### config.mk
export PLATFORM = sky130hd
export DESIGN_NAME = linescanner_line_scheduler
export DESIGN_NICKNAME = d
export VERILOG_FILES = /design/src/rtl/linescanner_line_scheduler.sv
export SDC_FILE = /design/constraint.sdc
export NUM_CORES = 1
export LEC_CHECK = 0
export BUFFER_PORTS_ARGS = -buffer_cell sky130_fd_sc_hd__buf_4
export CORE_MARGIN = 10
export CORE_UTILIZATION = 45
export DETAILED_ROUTE_END_ITERATION = 16
export GPL_ROUTABILITY_DRIVEN = 0
export PLACE_DENSITY = 0.67
export SYNTH_ARGS = -nofsm -noshare
export SYNTH_HDL_FRONTEND = slang
export SYNTH_SLANG_ARGS = --single-unit
### constraint.sdc
create_clock -name pixel_clock -period 2.7 [get_ports pixel_clock]
set_clock_uncertainty 0.05 [all_clocks]
set_input_delay 0.675 -clock pixel_clock [delete_from_list [all_inputs] [get_ports pixel_clock]]
set_output_delay 0.675 -clock pixel_clock [all_outputs]
set_load 0.02 [all_outputs]
### src/rtl/linescanner_line_scheduler.sv
// Linescanner line scheduler: gates the capture unit, frames lval-qualified pixels into
// lines and lines into frames, enforces an inter-line gap and flags line-length errors.
// Optional watchdog on the wait-for-line state is compiled in with `define LINE_TIMEOUT_EN.
module linescanner_line_scheduler #(
   parameter int unsigned PIXELS_PER_LINE = 1024,
   parameter int unsigned LINES_PER_FRAME = 512,
   parameter int unsigned LINE_GAP_CLOCKS = 16,
   parameter int unsigned TIMEOUT_CLOCKS  = 4096,
   parameter int unsigned PIX_W           = 11,
   parameter int unsigned LINE_W          = 10
) (
   input  logic              pixel_clock,
   input  logic              n_reset,
   input  logic              start,
   input  logic              stop,
   input  logic              continuous,
   input  logic              lval,
   output logic              capture_enable,
   output logic              pixel_strobe,
   output logic [PIX_W-1:0]  pixel_index,
   output logic [LINE_W-1:0] line_index,
   output logic              frame_start,
   output logic              line_done,
   output logic              frame_done,
   output logic              line_error,
   output logic              len_err_sticky,
   output logic              timeout,
   output logic              busy
);

   typedef enum logic [1:0] {StIdle, StWaitLval, StCapture, StGap} state_e;

   localparam int unsigned       GAP_W      = $clog2(LINE_GAP_CLOCKS + 1);
   localparam logic [PIX_W-1:0]  PIX_MAX    = '1;
   localparam logic [PIX_W-1:0]  PIX_EXPECT = PIX_W'(PIXELS_PER_LINE);
   localparam logic [LINE_W-1:0] LAST_LINE  = LINE_W'(LINES_PER_FRAME - 1);
   localparam logic [GAP_W-1:0]  GAP_LAST   = GAP_W'(LINE_GAP_CLOCKS - 1);

   // Reject configurations the counters cannot represent
   if (LINE_GAP_CLOCKS < 1 || TIMEOUT_CLOCKS < 1 || LINES_PER_FRAME < 1 ||
       PIXELS_PER_LINE > (2 ** PIX_W) - 1 || LINES_PER_FRAME - 1 > (2 ** LINE_W) - 1)
   begin : g_bad_params
      $error("linescanner_line_scheduler: inconsistent parameters");
   end

   state_e             state_q;
   logic               lval_q;
   logic               stop_pending_q;
   logic               wrap_q;         // last line closed in continuous mode: restart at gap end
   logic [PIX_W-1:0]   pixel_count_q;
   logic [GAP_W-1:0]   gap_count_q;
   logic               lval_rise;
   logic               lval_fall;
   logic               stop_req;

`ifdef LINE_TIMEOUT_EN
   localparam int unsigned     WD_W    = $clog2(TIMEOUT_CLOCKS + 1);
   localparam logic [WD_W-1:0] WD_LAST = WD_W'(TIMEOUT_CLOCKS - 1);
   logic [WD_W-1:0]            watchdog_q;
`else
   assign timeout = 1'b0;
`endif

   assign lval_rise = lval & ~lval_q;
   assign lval_fall = ~lval & lval_q;
   assign stop_req  = stop | stop_pending_q;
   assign busy      = (state_q != StIdle);

   // Acquisition sequencer with all outputs registered
   always_ff @(posedge pixel_clock or negedge n_reset) begin
      if (!n_reset) begin
         state_q        <= StIdle;
         lval_q         <= 1'b0;
         stop_pending_q <= 1'b0;
         wrap_q         <= 1'b0;
         pixel_count_q  <= '0;
         gap_count_q    <= '0;
         capture_enable <= 1'b0;
         pixel_strobe   <= 1'b0;
         pixel_index    <= '0;
         line_index     <= '0;
         frame_start    <= 1'b0;
         line_done      <= 1'b0;
         frame_done     <= 1'b0;
         line_error     <= 1'b0;
         len_err_sticky <= 1'b0;
`ifdef LINE_TIMEOUT_EN
         watchdog_q     <= '0;
         timeout        <= 1'b0;
`endif
      end else begin
         lval_q       <= lval;
         pixel_strobe <= 1'b0;
         frame_start  <= 1'b0;
         line_done    <= 1'b0;
         frame_done   <= 1'b0;
         line_error   <= 1'b0;
`ifdef LINE_TIMEOUT_EN
         timeout      <= 1'b0;
`endif
         unique case (state_q)
            StIdle: begin
               if (start && !stop) begin
                  state_q        <= StWaitLval;
                  capture_enable <= 1'b1;
                  frame_start    <= 1'b1;
                  line_index     <= '0;
                  len_err_sticky <= 1'b0;
`ifdef LINE_TIMEOUT_EN
                  watchdog_q     <= '0;
`endif
               end
            end
            StWaitLval: begin
               if (stop_req) begin
                  state_q        <= StIdle;
                  capture_enable <= 1'b0;
                  stop_pending_q <= 1'b0;
               end else if (lval_rise) begin
                  state_q       <= StCapture;
                  pixel_strobe  <= 1'b1;
                  pixel_index   <= '0;
                  pixel_count_q <= PIX_W'(1);
               end
`ifdef LINE_TIMEOUT_EN
               else if (watchdog_q == WD_LAST) begin
                  state_q        <= StIdle;
                  capture_enable <= 1'b0;
                  timeout        <= 1'b1;
               end else begin
                  watchdog_q <= watchdog_q + WD_W'(1);
               end
`endif
            end
            StCapture: begin
               // A stop never truncates a line; it takes effect at the next boundary
               if (stop) stop_pending_q <= 1'b1;
               if (lval) begin
                  pixel_strobe <= 1'b1;
                  pixel_index  <= pixel_count_q;
                  if (pixel_count_q != PIX_MAX) pixel_count_q <= pixel_count_q + PIX_W'(1);
               end else if (lval_fall) begin
                  line_done      <= 1'b1;
                  capture_enable <= 1'b0;
                  gap_count_q    <= '0;
                  if (pixel_count_q != PIX_EXPECT) begin
                     line_error     <= 1'b1;
                     len_err_sticky <= 1'b1;
                  end
                  if (line_index < LAST_LINE) begin
                     line_index <= line_index + LINE_W'(1);
                     state_q    <= StGap;
                  end else begin
                     frame_done <= 1'b1;
                     if (continuous && !stop_req) begin
                        state_q <= StGap;
                        wrap_q  <= 1'b1;
                     end else begin
                        state_q        <= StIdle;
                        stop_pending_q <= 1'b0;
                     end
                  end
               end
            end
            StGap: begin
               if (stop) stop_pending_q <= 1'b1;
               if (gap_count_q == GAP_LAST) begin
                  wrap_q <= 1'b0;
                  if (stop_req) begin
                     state_q        <= StIdle;
                     stop_pending_q <= 1'b0;
                  end else begin
                     state_q        <= StWaitLval;
                     capture_enable <= 1'b1;
`ifdef LINE_TIMEOUT_EN
                     watchdog_q     <= '0;
`endif
                     if (wrap_q) begin
                        line_index  <= '0;
                        frame_start <= 1'b1;
                     end
                  end
               end else begin
                  gap_count_q <= gap_count_q + GAP_W'(1);
               end
            end
            default: state_q <= StIdle;
         endcase
      end
   end

endmodule

==> Word level (Yosys, flattened, before mapping) <==
Cells that the tools add are included.
W data, S select, Z words.
{ "classes": {"n_addsub": 3, "magnitude_cmp": 1, "eq_ne": 23, "n_mux": 77, "bitwise": 5, "n_reduce_logical": 20} }
{ "op_table": {"columns": ["operator", "count"], "rows": [
  ["$mux W11", 7],
  ["$mux W10", 7],
  ["$pmux W11 S2", 2],
  ["$mux W1", 41],
  ["$ne A2 B2 Y1 const B", 16],
  ["$pmux W10 S3", 1],
  ["$ne A11 B11 Y1 const B", 2],
  ["$mux W2", 8],
  ["$mux W5", 3],
  ["$reduce_and A5 Y1", 3],
  ["$reduce_and A6 Y1", 2],
  ["$add A11 B1 Y11 const B", 1],
  ["$add A10 B1 Y10 const B", 1],
  ["$lt A10 B9 Y1 const B", 1],
  ["$pmux W5 S2", 1],
  ["$pmux W1 S2", 4],
  ["$pmux W2 S4", 1],
  ["$reduce_and A4 Y1", 2],
  ["$reduce_and A8 Y1", 1],
  ["$reduce_bool A2 Y1", 4],
  ["$reduce_bool A3 Y1", 2],
  ["$add A5 B1 Y5 const B", 1],
  ["$eq A5 B4 Y1 const B", 1],
  ["$eq A2 B2 Y1 const B", 2],
  ["11 further kinds", 15]
]} }
{ "totals": {"regBits": 49, "input_bits": 6, "out_inout_bits": 30} }

==> Depth between registers and ports, before layout <==
Gate-level depths: netlist of the first run.
{ "logic_depth": {"word_depth": 8, "mapped_depth": 8} }

==> Worst setup path before layout of the first run <==
OpenSTA, ideal clock, no wires.
{ "synth_timing": {"path_type": "reg-to-reg", "from": "register gap_count_q[0]", "to": "register gap_count_q[3]", "setup_ps": 126, "arrival_time_ps": 2003, "t_required_ps": 2524, "slack_ps": 521, "path_stages_with_launch": 8, "period_less_slack_ps": 2179, "cell_sequence": "dfrtp_1 > ha_1 > and3_1 > ha_1 > clkbuf_1 > and4b_1 > mux2_2 > a221o_1"} }
{ "synth_via": {"elab_chain_cells": 3, "elab_cells_between_ends": 6} }
{ "synth_rtl": {"columns": ["element", "line_no", "text"], "rows": [
  ["start: declaration", "51", "logic [GAP_W-1:0] gap_count_q;"],
  ["start signal: assignment", "184", "gap_count_q <= gap_count_q + GAP_W'(1);"],
  ["$add A5 B1 Y5 / $eq A5 B4 Y1 (equally long branches)", "184, 167", null],
  ["$mux W5 / $ne A2 B2 Y1 (equally long branches)", null, null],
  ["$pmux W5 S2 / $reduce_and A4 Y1 (equally long branches)", null, null]
]} }
Several ways; a longest one is shown, not always the timed one. The select of a mux whose other input is x is not followed.
A chain may end at the register's enable or synchronous reset.

==> Final worst setup path of the first run <==
{ "layout_timing": {"from": "register gap_count_q[0]", "to": "register line_index[7]"} }
{ "layout_via": {"elab_chain_cells": 3} }
{ "layout_rtl": {"columns": ["element", "line_no", "text"], "rows": [
  ["$eq A5 B4 Y1", "167", "if (gap_count_q == GAP_LAST) begin"],
  ["$ne A2 B2 Y1 (no line)", null, null],
  ["$reduce_and A8 Y1 (no line)", null, null],
  ["end signal: assignment", "151", "line_index <= line_index + LINE_W'(1);"],
  ["end: declaration", "21", "output logic [LINE_W-1:0] line_index,"]
]} }
Every way passes these cells.

==> metrics, run 1 <==
status=completed; setup violators final=0; area delta synth->final=17.6%; Final Hold Fails=0; Max Cap Violations=0; Via density=5.98; crit path launch=gap_count_q[0]; Critical Path Sink=line_index[7]; unrepaired setup endpoints after global routing=false; final WL=6430 µm; mux contribution to synthesized area=1.93%; clk root buf=clkbuf_8; FF-to-FF End=line_index[7]; diode count=0; initial antenna violation count=0; Synth Area in Simple Gates=22.5%; total power=2.54 mW; routed len/inst=16.6 µm; ys async rst share=100%; synth unique cells=59; Final Max Slew Viols=0; GRT Total Usage=13.1%; post-CTS setup buffers=0; Final Critical Period=2.39 ns; crit-path cells=ha_1, and3_1, ha_1, nand4bb_1, a221o_1, or4_1, a21oi_1; area of the mapped netlist=2730 µm²; Setup CP Type=reg -> reg; Port Buffers=34; largest cells by area after synthesis=dfrtp_1 45%, a21oi_1 4.4%, ha_1 4.1%; largest net degree at the start of global routing=50; Highest Clock Rate=418 MHz; clock sink count=49; sequential fraction of the synthesis area=45.0%; Compound-Gate Fraction of Synth Area=21.7%; clk slew on worst S/H paths=0.09 ns; CTS Buffer Depth=2; post-detail-place hpwl=4640 µm; Vias=2322; global-route wire length before repair=10900 µm; Seq cells post-synth=49; power per cell area=792 nW/µm²; # DRC=0; Die ar.=9570 µm²; Worst Path Arrival=2.56 ns; DR iter-0 viols=138; R2R depth=7; TritonRoute pass-1 iters=4; main flop type after synthesis=dfrtp_1; cell repeated most along the worst path=ha_1; Slowest cell on crit path=or4_1; H-tree depth=2; actual slew at the worst max-slew pin=0.638 ns; Max FO, Critical Path=13; biggest area consumer among synthesized cells=dfrtp_1; Critical Path Sink Type=register; CTS tree=yes; grt total ovfl=0; Final #Nets=327; Period Utilization, post-route=88.7%; flop2flop setup slack=0.31 ns; Post-Syn Instances=277; Initial Utilization=46.3%; Hold Buf Count CTS=0; chip width=97.8 µm; Post-Route Setup TNS=0 ns; XOR/XNOR share of the synthesized area=0%; vias in the first global route=2199; Required @ worst endpoint=2.87 ns; number of I/O pins=36; Synth Area in Adders=4.13%; share of the synthesized area in the top cell type=45.0%; largest family of logic cells by synthesized area=simple AND/OR/NAND/NOR gates; CTS Buf Count=5; VDD IR max=0.000480 V; antenna-violating nets left=0; CTS resizes=0; YS warnings=0; LEAKAGE=1.43 nW; Core ar.=5890 µm²; RR Startpoint=gap_count_q[0]; Syn Nets=292; Post-synth EDFFs=0; syn avg cell area=9.84 µm²; clk_lat worst skew=0.30 ns; crit-path max cell delay=0.51 ns; most frequent cell after synthesis=dfrtp_1; worst relative slew slack=57.4%; chip height=97.8 µm; most frequent cells after synthesis=49 x dfrtp_1, 24 x a21oi_1, 20 x nand2_1; share of cells above drive strength 1=19.5%; hold crit path type=in -> async; crit start category=register; num rows=28
-- power breakdown --
part           internal [mW]  total [mW]  switching [mW]
sequential             0.845       0.967           0.123
combinational          0.383       0.942           0.559
clock                  0.373       0.630           0.257
total                   1.60        2.54           0.939
-- stage by stage --
step	util (%)	cell area, µm²	setup slack, ns	hold slack, ns	instances
CTS	54.5	3210	0.315	0.359	388
floorplan	-	2730	0.521	0.329	277
finish	54.5	3210	0.306	0.337	388
global placement	52.1	3070	0.388	0.440	380
global route	54.5	3210	0.163	0.383	388
detailed placement	52.1	3070	0.344	0.447	380
-- placed cells by master, fill, tap and decap left out, drive strengths merged, types with 7 or more instances in the layout --
cell type  netlist  final
a21oi           24     24
nand2b           7      7
nor2            11     11
o21ai           10     10
nand3           13     13
nand2           20     20
or4             10     10
buf              5     41
nor4             7      7
a22o            11     11
o31ai            9      9
inv             13     14
ha               9      9
dfrtp           49     49
-- cell type report --
cell class	count	area, µm²
fillers	527	2680
well taps	75	93.8
multi-input cells	201	1380
inverters	14	52.6
clock buffers	5	68.8
clock inverters	3	68.8
flip-flops and latches	49	1230
repair buffers	41	320
-- flip-flops by register name, summed over array words and instances, names as in the netlist, 2 cells and up --
signal	flops
gap_count_q	5
line_index	10
pixel_count_q	11
pixel_index	11
state_q	2
-- worst min path at each step --
stage                      to
2_1_floorplan  capture_enable
3_3_place_gp   pixel_index[4]
3_5_place_dp   pixel_index[0]
4_1_cts        pixel_index[6]
5_1_grt        pixel_index[3]
6_report       pixel_index[2]
-- layer usage --
metal	vias up	global-route usage, %	share of wire, %
met1	1124	17.4	48
li1	1123	-	-
met4	0	2.80	0.92
met2	68	20.7	45
met3	7	3.38	5.7
met5	-	0	0
-- worst max-delay path, delay by kind of cell, from the launching register on --
| kind | cells | cell delay (ns) |
|---|---|---|
| AOI/OAI and AO/OA | 2 | 0.66 |
| and+or+nand+nor | 3 | 0.83 |
| adders and majority gates | 2 | 0.35 |
| DFF | 1 | 0.42 |
-- cells by family after synthesis --
| kind of cell | count (synthesis) |
|---|---|
| buffers and inverters | 27 |
| AOI/OAI and AO/OA | 84 |
| DFF | 49 |
| adders and majority gates | 9 |
| other | 1 |
| and+or+nand+nor | 102 |
| muxes | 5 |
(Power assumes the default switching activity.)
==> run 2: changes to the inputs <==
ABC_AREA = 1   (was not set)
PLACE_DENSITY = 0.66   (was 0.67)
==> metrics, run 2 <==
status=completed; CTS Buffer Depth=2 (unchanged); ys async rst share=100% (unchanged); clk slew on worst S/H paths=0.09 ns (about the same); Max FO, Critical Path=6 (-7); CTS tree=yes; Final #Nets=429 (+31%); power per cell area=796 nW/µm² (+0.54%); Final Hold Fails=0 (unchanged); actual slew at the worst max-slew pin=0.620 ns (-0.0184 ns); # DRC=0 (unchanged); Port Buffers=34 (unchanged); worst relative slew slack=58.7% (+1.2 points); biggest area consumer among synthesized cells=dfrtp_1; Setup CP Type=reg -> out; post-detail-place hpwl=4760 µm (+2.6%); share of the synthesized area in the top cell type=42.1% (-2.9 points); CTS Buf Count=5 (unchanged); Post-synth EDFFs=0 (unchanged); Core ar.=6310 µm² (+7.3%); sequential fraction of the synthesis area=42.1% (-2.9 points); most frequent cells after synthesis=116 x nand2_1, 49 x dfrtp_1, 41 x inv_1, 41 x nor2_1, 30 x nand3_1; chip height=100 µm (+2.7%); CTS resizes=0 (unchanged); largest net degree at the start of global routing=50 (unchanged); layout filler cell count=631 (+20%); YS warnings=0 (unchanged); most frequent cells in the layout=116 x nand2_1, 49 x dfrtp_1, 41 x inv_1, 41 x nor2_1, 35 x buf_4; TritonRoute pass-1 iters=4 (unchanged); global-route wire length before repair=11500 µm (+5.4%); hold crit path type=in -> async; main flop type after synthesis=dfrtp_1; crit start category=register; Syn Nets=395 (+35%); Critical Path Sink Type=primary output; routed len/inst=13.2 µm (-21%); synth unique cells=34 (-42%); largest registers=pixel_count_q: 11 flops, pixel_index: 11 flops, line_index: 10 flops; Worst Path Arrival=1.40 ns (-1.16 ns); grt total ovfl=0 (unchanged); Period Utilization, post-route=78.9% (-9.8 points); chip width=100 µm (+2.7%); Initial Utilization=46.1% (-0.19 points); setup violators final=0 (unchanged); initial antenna violation count=0 (unchanged); clock sink count=49 (unchanged); post-CTS setup buffers=0 (unchanged); Seq cells post-synth=49 (unchanged); Die ar.=10100 µm² (+5.4%); Hold Buf Count CTS=0 (unchanged); final WL=6480 µm (+0.70%); VDD IR max=0.000536 V (+12%); num rows=29 (+3.6%); syn avg cell area=7.66 µm² (-22%); area delta synth->final=14.1%; largest cells by area after synthesis=dfrtp_1 42%, nand2_1 15%, inv_1 5.3%; commonest non-fill, non-tap cell in the layout=nand2_1; Max Cap Violations=0 (unchanged); DR iter-0 viols=83 (-40%); diode count=0 (unchanged); Post-Route Setup TNS=0 ns (unchanged); Via density=5.09 (-15%); area of the mapped netlist=2910 µm² (+6.8%); share of cells above drive strength 1=18.1% (-1.4 points); antenna-violating nets left=0 (unchanged); LEAKAGE=1.61 nW (+13%); Vias=2502 (+7.8%); GRT Total Usage=13.7% (+0.63 points); number of I/O pins=36 (unchanged); H-tree depth=2 (unchanged); Final Max Slew Viols=0 (unchanged); fin util=52.6% (-1.8 points); clk_lat worst skew=0.31 ns (about the same); clk root buf=clkbuf_8; unrepaired setup endpoints after global routing=false; Post-Syn Instances=380 (+37%); Highest Clock Rate=470 MHz (+12%); vias in the first global route=2410 (+9.6%); most frequent cell after synthesis=nand2_1; Final Critical Period=2.13 ns (-0.264 ns); Required @ worst endpoint=1.98 ns (-0.89 ns)
-- run 2: changes by cell type in the layout (fill, tap and decap cells not counted), sizes merged, moves of 16 or more --
cell,change
nor2,+39
inv,+31
nand2,+109
nand3,+17
o21ai,+16
-- run 2: worst max-delay path, cell delays in order, from the launching register on --
cell and delay, ns:
dfrtp_1 0.42, inv_1 0.09, ha_1 0.27, inv_1 0.14, buf_4 0.18
-- run 2: power breakdown --
group,switching [mW],internal (mW)
Combinational,0.765,0.368
Clock,0.253,0.303
Sequential,0.101,0.855
Total,1.12,1.53
-- run 2: final timing paths --
check | to | cells after the start | slack (ns) | startpoint
setup / recovery | busy | 4 | 0.57 | state_q[0]
max in group asynchronous | state_q[1] | 1 | 1.86 | n_reset
setup reg to reg | pixel_count_q[5] | 11 | 0.73 | state_q[0]
hold reg to reg | capture_enable | 2 | 0.44 | capture_enable
hold / removal | line_index[3] | 1 | 0.33 | n_reset
min in group pixel_clock | capture_enable | 2 | 0.44 | capture_enable
-- run 2: final cells by class --
cell class	instances	area [µm²]	share of cell area, %
sequential	49	1230	36.9
inverter	45	171	5.16
timing repair buffer	35	263	7.91
multi-input combinational	278	1450	43.6
clock inverter	1	30.0	0.904
tap	77	96.3	2.90
clock buffer	7	86.3	2.60
-- run 2: stage by stage --
stage / power [mW] / std cells / setup WS (ns) / area [µm²] / hold WS [ns]
2_1_floorplan: 1.83 / 380 / 1.06 / 2910 / 0.329
3_3_place_gp: 2.10 / 484 / 0.783 / 3210 / 0.426
3_5_place_dp: 2.11 / 484 / 0.738 / 3210 / 0.430
4_1_cts: 2.67 / 492 / 0.567 / 3320 / 0.358
5_1_grt: 2.87 / 492 / 0.453 / 3320 / 0.373
6_report: 2.65 / 492 / 0.570 / 3320 / 0.334
-- run 2: cells by family after synthesis --
| logic type | count (synthesis) | share of synthesized area (%) |
|---|---|---|
| AND/OR/NAND/NOR | 219 | 35.6 |
| buffers and inverters | 53 | 8.12 |
| flip-flops | 49 | 42.1 |
| AO/OA/AOI/OAI | 44 | 8.68 |
| adder cells (fa/ha/maj) | 9 | 3.87 |
| XOR/XNOR | 5 | 1.50 |
| other | 1 | 0.129 |
-- run 2: layer usage --
layer / vias to the layer above / track usage [%] / part of all wire (%)
met4: 0 / 4.46 / 1.7
met3: 11 / 2.95 / 3.8
met1: 1174 / 17.9 / 47
met5: - / 0 / 0
met2: 46 / 21.9 / 48
li1: 1271 / - / -
